### config.mk
export PLATFORM = sky130hd
export DESIGN_NAME = evm_multi_candidate
export DESIGN_NICKNAME = d
export VERILOG_FILES = /design/src/rtl/evm_multi_candidate.sv
export SDC_FILE = /design/constraint.sdc
export NUM_CORES = 1
export LEC_CHECK = 0
export CORE_UTILIZATION = 35
export DETAILED_ROUTE_END_ITERATION = 6
export PLACE_DENSITY = 0.56
export SLEW_MARGIN = 30
export SYNTH_ARGS = -nofsm -noshare
export SYNTH_HDL_FRONTEND = slang
export SYNTH_SLANG_ARGS = --single-unit
### constraint.sdc
create_clock -name clk -period 4.45 [get_ports clk]
set_clock_uncertainty 0.1 [all_clocks]
set_input_delay 0.89 -clock clk [delete_from_list [all_inputs] [get_ports clk]]
set_output_delay 0.89 -clock clk [all_outputs]
set_load 0.02 [all_outputs]
### src/rtl/evm_multi_candidate.sv
`default_nettype none
// ============================================================================
// Module      : evm_multi_candidate
// Description : N-candidate electronic voting core. One vote is accepted per
//               officer arming, multi-press ballots are rejected with a
//               one-cycle pulse, tallies saturate, and a winner/tie scan over
//               the tallies runs one candidate per cycle after polling closes.
// Revision    : 1.0 - initial release
// ============================================================================
module evm_multi_candidate #(
  parameter  int NUM_CAND = 4,
  parameter  int CNT_W    = 8,
  localparam int IDX_W    = $clog2(NUM_CAND)
) (
  input  logic                clk,
  input  logic                rst_n,
  input  logic                i_switch_on,
  input  logic                i_switch_off,
  input  logic                i_ballot_arm,
  input  logic [NUM_CAND-1:0] i_vote_btn,
  input  logic                i_session_done,
  input  logic [IDX_W-1:0]    i_disp_sel,
  output logic [CNT_W-1:0]    o_result_cnt,
  output logic [IDX_W-1:0]    o_winner_idx,
  output logic                o_winner_valid,
  output logic                o_tie,
  output logic                o_invalid_vote,
  output logic                o_overflow,
  output logic                o_voting_in_progress,
  output logic                o_ballot_armed,
  output logic                o_voting_done
);

  typedef enum logic [1:0] {
    ST_OFF   = 2'd0,
    ST_IDLE  = 2'd1,
    ST_ARMED = 2'd2,
    ST_DONE  = 2'd3
  } state_t;

  localparam logic [NUM_CAND-1:0] c_VOTE_ONE = NUM_CAND'(1);
  localparam logic [IDX_W-1:0]    c_LAST_IDX = IDX_W'(NUM_CAND - 1);
  localparam logic [IDX_W:0]      c_NUM_EXT  = (IDX_W + 1)'(NUM_CAND);
  localparam logic [CNT_W-1:0]    c_CNT_MAX  = '1;

  state_t             r_state;
  logic [CNT_W-1:0]   r_cnt [NUM_CAND];
  logic               r_overflow;
  logic               r_invalid;
  logic [CNT_W-1:0]   r_result;
  logic               r_in_progress;
  logic               r_armed;
  logic               r_done;
  // Scan working registers
  logic               r_scanning;
  logic [IDX_W-1:0]   r_scan_idx;
  logic [IDX_W-1:0]   r_best_idx;
  logic [CNT_W-1:0]   r_best_val;
  logic               r_tie_acc;
  // Published scan result
  logic               r_winner_valid;
  logic [IDX_W-1:0]   r_winner_idx;
  logic               r_tie;

  logic               w_multi;
  logic               w_onehot;
  logic               w_disp_ok;
  logic [CNT_W-1:0]   w_scan_val;
  logic               w_take;
  logic [IDX_W-1:0]   w_nxt_best_idx;
  logic [CNT_W-1:0]   w_nxt_best_val;
  logic               w_nxt_tie;

  // Ballot classification and next scan step; x & (x-1) is non-zero iff >=2 bits set
  always_comb begin
    w_multi        = |(i_vote_btn & (i_vote_btn - c_VOTE_ONE));
    w_onehot       = (i_vote_btn != '0) && !w_multi;
    w_disp_ok      = ({1'b0, i_disp_sel} < c_NUM_EXT);
    w_scan_val     = r_cnt[r_scan_idx];
    // Candidate 0 always seeds the best; later ones must be strictly greater
    w_take         = (r_scan_idx == '0) || (w_scan_val > r_best_val);
    w_nxt_best_idx = w_take ? r_scan_idx : r_best_idx;
    w_nxt_best_val = w_take ? w_scan_val : r_best_val;
    w_nxt_tie      = w_take ? 1'b0 : (r_tie_acc || (w_scan_val == r_best_val));
  end

  // Ballot FSM, tallies, winner scan and registered outputs
  always_ff @(posedge clk or negedge rst_n) begin
    if (!rst_n) begin
      r_state        <= ST_OFF;
      for (int i = 0; i < NUM_CAND; i++) r_cnt[i] <= '0;
      r_overflow     <= 1'b0;
      r_invalid      <= 1'b0;
      r_result       <= '0;
      r_in_progress  <= 1'b0;
      r_armed        <= 1'b0;
      r_done         <= 1'b0;
      r_scanning     <= 1'b0;
      r_scan_idx     <= '0;
      r_best_idx     <= '0;
      r_best_val     <= '0;
      r_tie_acc      <= 1'b0;
      r_winner_valid <= 1'b0;
      r_winner_idx   <= '0;
      r_tie          <= 1'b0;
    end else begin
      r_invalid <= 1'b0;
      r_result  <= '0;
      if (i_switch_off) begin
        // Power down: tallies are kept but everything visible is cleared
        r_state        <= ST_OFF;
        r_in_progress  <= 1'b0;
        r_armed        <= 1'b0;
        r_done         <= 1'b0;
        r_scanning     <= 1'b0;
        r_winner_valid <= 1'b0;
        r_winner_idx   <= '0;
        r_tie          <= 1'b0;
      end else begin
        case (r_state)
          ST_OFF: begin
            if (i_switch_on) begin
              r_state        <= ST_IDLE;
              r_in_progress  <= 1'b1;
              for (int i = 0; i < NUM_CAND; i++) r_cnt[i] <= '0;
              r_overflow     <= 1'b0;
              r_scanning     <= 1'b0;
              r_scan_idx     <= '0;
              r_best_idx     <= '0;
              r_best_val     <= '0;
              r_tie_acc      <= 1'b0;
              r_winner_valid <= 1'b0;
              r_winner_idx   <= '0;
              r_tie          <= 1'b0;
            end
          end
          ST_IDLE, ST_ARMED: begin
            if (i_session_done) begin
              // Close polling; any pending ballot or same-cycle vote is dropped
              r_state       <= ST_DONE;
              r_in_progress <= 1'b0;
              r_armed       <= 1'b0;
              r_done        <= 1'b1;
              r_scanning    <= 1'b1;
              r_scan_idx    <= '0;
              r_best_idx    <= '0;
              r_best_val    <= '0;
              r_tie_acc     <= 1'b0;
            end else if (r_state == ST_ARMED) begin
              if (w_onehot) begin
                for (int i = 0; i < NUM_CAND; i++) begin
                  if (i_vote_btn[i]) begin
                    if (r_cnt[i] == c_CNT_MAX) r_overflow <= 1'b1;
                    else                       r_cnt[i]   <= r_cnt[i] + CNT_W'(1);
                  end
                end
                r_state <= ST_IDLE;
                r_armed <= 1'b0;
              end else if (w_multi) begin
                r_invalid <= 1'b1;
              end
            end else if (i_ballot_arm) begin
              r_state <= ST_ARMED;
              r_armed <= 1'b1;
            end
          end
          ST_DONE: begin
            r_result <= w_disp_ok ? r_cnt[i_disp_sel] : '0;
            if (r_scanning) begin
              r_best_idx <= w_nxt_best_idx;
              r_best_val <= w_nxt_best_val;
              r_tie_acc  <= w_nxt_tie;
              if (r_scan_idx == c_LAST_IDX) begin
                r_scanning     <= 1'b0;
                r_winner_valid <= 1'b1;
                r_winner_idx   <= w_nxt_best_idx;
                r_tie          <= w_nxt_tie;
              end else begin
                r_scan_idx <= r_scan_idx + IDX_W'(1);
              end
            end
          end
          default: r_state <= ST_OFF;
        endcase
      end
    end
  end

  assign o_result_cnt         = r_result;
  assign o_winner_idx         = r_winner_idx;
  assign o_winner_valid       = r_winner_valid;
  assign o_tie                = r_tie;
  assign o_invalid_vote       = r_invalid;
  // Sticky flag stays stored across power-down but is hidden while OFF
  assign o_overflow           = r_overflow && (r_state != ST_OFF);
  assign o_voting_in_progress = r_in_progress;
  assign o_ballot_armed       = r_armed;
  assign o_voting_done        = r_done;

endmodule
`default_nettype wire

==> metrics.md <==
| Metric | Value |
|---|---|
| Pleak | `1.84 nW` |
| Flop-to-flop setup slack | `1.05 ns` |
| Synth Area in Simple Gates | `0.196` |
| GRT met1 Usage | `0.247` |
| Hold Path Class | `reg2reg` |
| Synth cell types | `55` |
| Cell Area, Synth | `3920 µm²` |
| Slowest cell on the critical path | `dfrtp_1` |
| Met2 Track Usage GR | `0.274` |
| Compound-Gate Fraction of Synth Area | `0.123` |
| CTS Root Cell | `clkbuf_8` |
| Starting Density | `0.360` |
| GPL Wtd Cong | `0.875` |
| CP startpoint kind | `flop` |
| Setup Buffers After CTS | `0` |
| DRC Markers | `0` |
| Die W | `108 µm` |
| Worst Setup SP | `r_scan_idx[0]` |
| Vias per cell | `5.47` |
| Most frequent cells in the layout | `65 x dfrtp_1, 38 x nor2_1, 27 x clkdlybuf4s50_1, 25 x inv_1, 25 x nand2_1` |
| Layout cells sized above 1 | `0.119` |
| Worst-path maximum fanout | `12` |
| Vias in the first global route | `2966` |
| Vias post-DR | `3017` |
| Number of synthesized flops with an enable pin | `0` |
| Outcome | `complete, no violations` |
| Post-Synth Adder-Cell Area | `0.0600` |
| Post-synthesis mux area share | `0.108` |
| Crit path capture | `r_best_val[1]` |
| TritonCTS buffer count | `9` |
| TritonCTS clock tree | `yes` |
| Row count | `38` |
| Slew of the pin with the lowest slew margin | `1.00 ns` |
| Worst path max stage delay | `0.76 ns` |
| Global-route wire length before repair | `15.4 mm` |
| Post-synthesis instance total | `385` |
| P per Cell Area | `471 nW/µm²` |
| Final Hold Viols | `0` |
| Worst flop-to-flop path startpoint | `r_scan_idx[0]` |
| Fin crit period | `3.40 ns` |
| CP Data Required Time | `4.63 ns` |
| Ant. Diodes | `0` |
| Crit end category | `flop` |
| Drt pass-1 iters | `4` |
| Reg clk slew, reported paths | `0.08 ns` |
| Global Route Usage Sum | `0.175` |
| Fraction of registers with async set/reset | `1.00` |
| Critical R2R Capture | `r_best_val[1]` |
| Setup TNS | `0 ns` |
| Avg Inst Size Synth | `10.2 µm²` |
| Met3 Use GR | `0.0351` |
| Most Crowded Layer GR | `met2` |
| CTS-repair resized insts | `0` |
| FF+latch count, synth | `65` |
| Nets | `437` |
| ANT nets after route | `0` |
| Final setup fails | `0` |
| HPWL after detailed placement | `6.80 mm` |
| Post-cts hold buffer count | `0` |
| Prevailing post-synth register cell | `dfrtp_1` |
| Worst Path Arrival | `3.59 ns` |
| Port Buffer Count | `28` |
| Worst skew pair latency | `0.34 ns` |
| Max Slew Vio Count | `0` |
| WHS | `0.392 ns` |
| H-Tree Depth | `3` |
| Commonest non-fill, non-tap cell in the layout | `dfrtp_1` |
| RSZ-0062 raised after global routing | `no` |
| Max rail drop VDD | `0.223 mV` |
| Cell Chain, Critical Path | `mux4_2 > ha_1 > nor2b_1 > o211ai_1 > a21oi_1 > o31ai_2 > a21o_1 > a22o_1` |
| Period utilization | `0.765` |
| Synth Area in XOR/XNOR | `0.0536` |
| Core Area | `10900 µm²` |
| Largest net degree at the start of global routing | `46` |
| Io pins | `29` |
| Iteration-0 DRC Markers | `139` |
| Register area share after synthesis | `0.415` |
| Syn Nets | `415` |
| Number of fill cells | `1095` |
| Clock Sinks | `65` |
| Max Freq | `294 MHz` |
| Max Cap Violations | `0` |
| Grt total ovfl | `0` |
| Wirelength, routed | `9.24 mm` |
| Number of synthesis warnings | `0` |
| Die height | `108 µm` |
| Largest family of logic cells by synthesized area | `simple AND/OR/NAND/NOR gates` |
| DR WL/cell | `16.7 µm` |
| Maximum root-to-sink buffer count | `2` |
| Synthesis-to-finish area growth | `15.2%` |
| DIE AREA | `11600 µm²` |
| Worst Setup Path Type | `reg2reg` |
| Reg2reg path depth | `8` |
| Max_slew headroom | `0.331` |
| Initial antenna violation count | `0` |
[cells by family after synthesis]
kind of cell / Yosys count
fa+ha+maj: 19
xor+xnor: 24
flops: 65
mux: 22
compound gates: 65
simple gates: 147
buf+inv: 43
[worst max-delay path, delay by kind of cell (launching register included)]
| family | cells | cell delay [ns] |
|---|---|---|
| fa+ha+maj | 1 | 0.30 |
| compound gates | 5 | 1.44 |
| simple gates | 1 | 0.13 |
| mux | 1 | 0.61 |
| flops | 1 | 0.76 |
[how the worst min path moves through the flow]
stage	from	endpoint	slack, ns	cells after the start
2_1_floorplan	r_overflow	r_overflow	0.35	1
3_3_place_gp	o_winner_valid	o_winner_valid	0.37	2
3_5_place_dp	r_overflow	r_overflow	0.37	1
4_1_cts	r_overflow	r_overflow	0.39	1
5_1_grt	o_winner_idx[0]	o_winner_idx[0]	0.42	2
6_report	o_winner_idx[0]	o_winner_idx[0]	0.39	2
[metal layers]
layer | vias to the layer above | part of all wire
li1 | 1428 | -
met1 | 1515 | 0.48
met2 | 67 | 0.47
met3 | 7 | 0.044
met4 | 0 | 0.0076
met5 | - | 0
[Yosys cell counts (2+ instances only)]
library cell / instances / area, µm²
a21oi_1: 17 / 85.1
a22o_1: 10 / 87.6
a311oi_1: 2 / 17.5
and2_1: 2 / 12.5
and3_1: 5 / 31.3
and4_1: 2 / 17.5
buf_1: 3 / 11.3
buf_2: 7 / 35.0
clkbuf_1: 7 / 26.3
dfrtp_1: 65 / 1630
ha_1: 18 / 225
inv_1: 25 / 93.8
mux2i_1: 5 / 50.1
mux4_2: 16 / 360
nand2_1: 25 / 93.8
nand2b_1: 5 / 31.3
nand3_1: 17 / 85.1
nand4_1: 10 / 62.6
nor2_1: 38 / 143
nor2_2: 2 / 12.5
nor2b_1: 12 / 75.1
nor3_1: 15 / 75.1
nor4_2: 5 / 62.6
o211ai_1: 2 / 15.0
o21ai_0: 15 / 75.1
or3_1: 4 / 25.0
xnor2_1: 17 / 149
xor2_1: 7 / 61.3
[per-stage QoR]
step	total power [mW]	instance area, µm²	cells	utilization	setup WS [ns]
after floorplan	1.36	3920	385	-	1.38
after global placement	1.56	4300	536	0.395	1.04
after detailed placement	1.58	4300	536	0.395	1.00
after CTS	2.15	4520	552	0.415	0.986
after global routing	2.28	4520	552	0.415	0.742
final	2.13	4520	552	0.415	1.05
[flip-flops by register name, summed over array words and instances, names as in the netlist, 2 cells and up]
signal,flops
r_best_val,8
r_state,2
o_winner_idx,2
r_best_idx,2
r_cnt,32
o_result_cnt,8
r_scan_idx,2
[area by class of cell]
cell class | instances | area (µm²) | area share
clock inverter | 7 | 93.8 | 0.0208
multi-input combinational | 277 | 2120 | 0.469
timing repair buffer | 29 | 285 | 0.0632
sequential | 65 | 1630 | 0.360
clock buffer | 9 | 124 | 0.0274
tap | 140 | 175 | 0.0388
inverter | 25 | 93.8 | 0.0208
[power by group]
part	switching, mW	internal (mW)	total, mW
registers	0.131	0.671	0.802
clock network	0.241	0.315	0.556
logic	0.483	0.286	0.769
total	0.855	1.27	2.13
No activity file was read; power rests on OpenSTA's default activity.
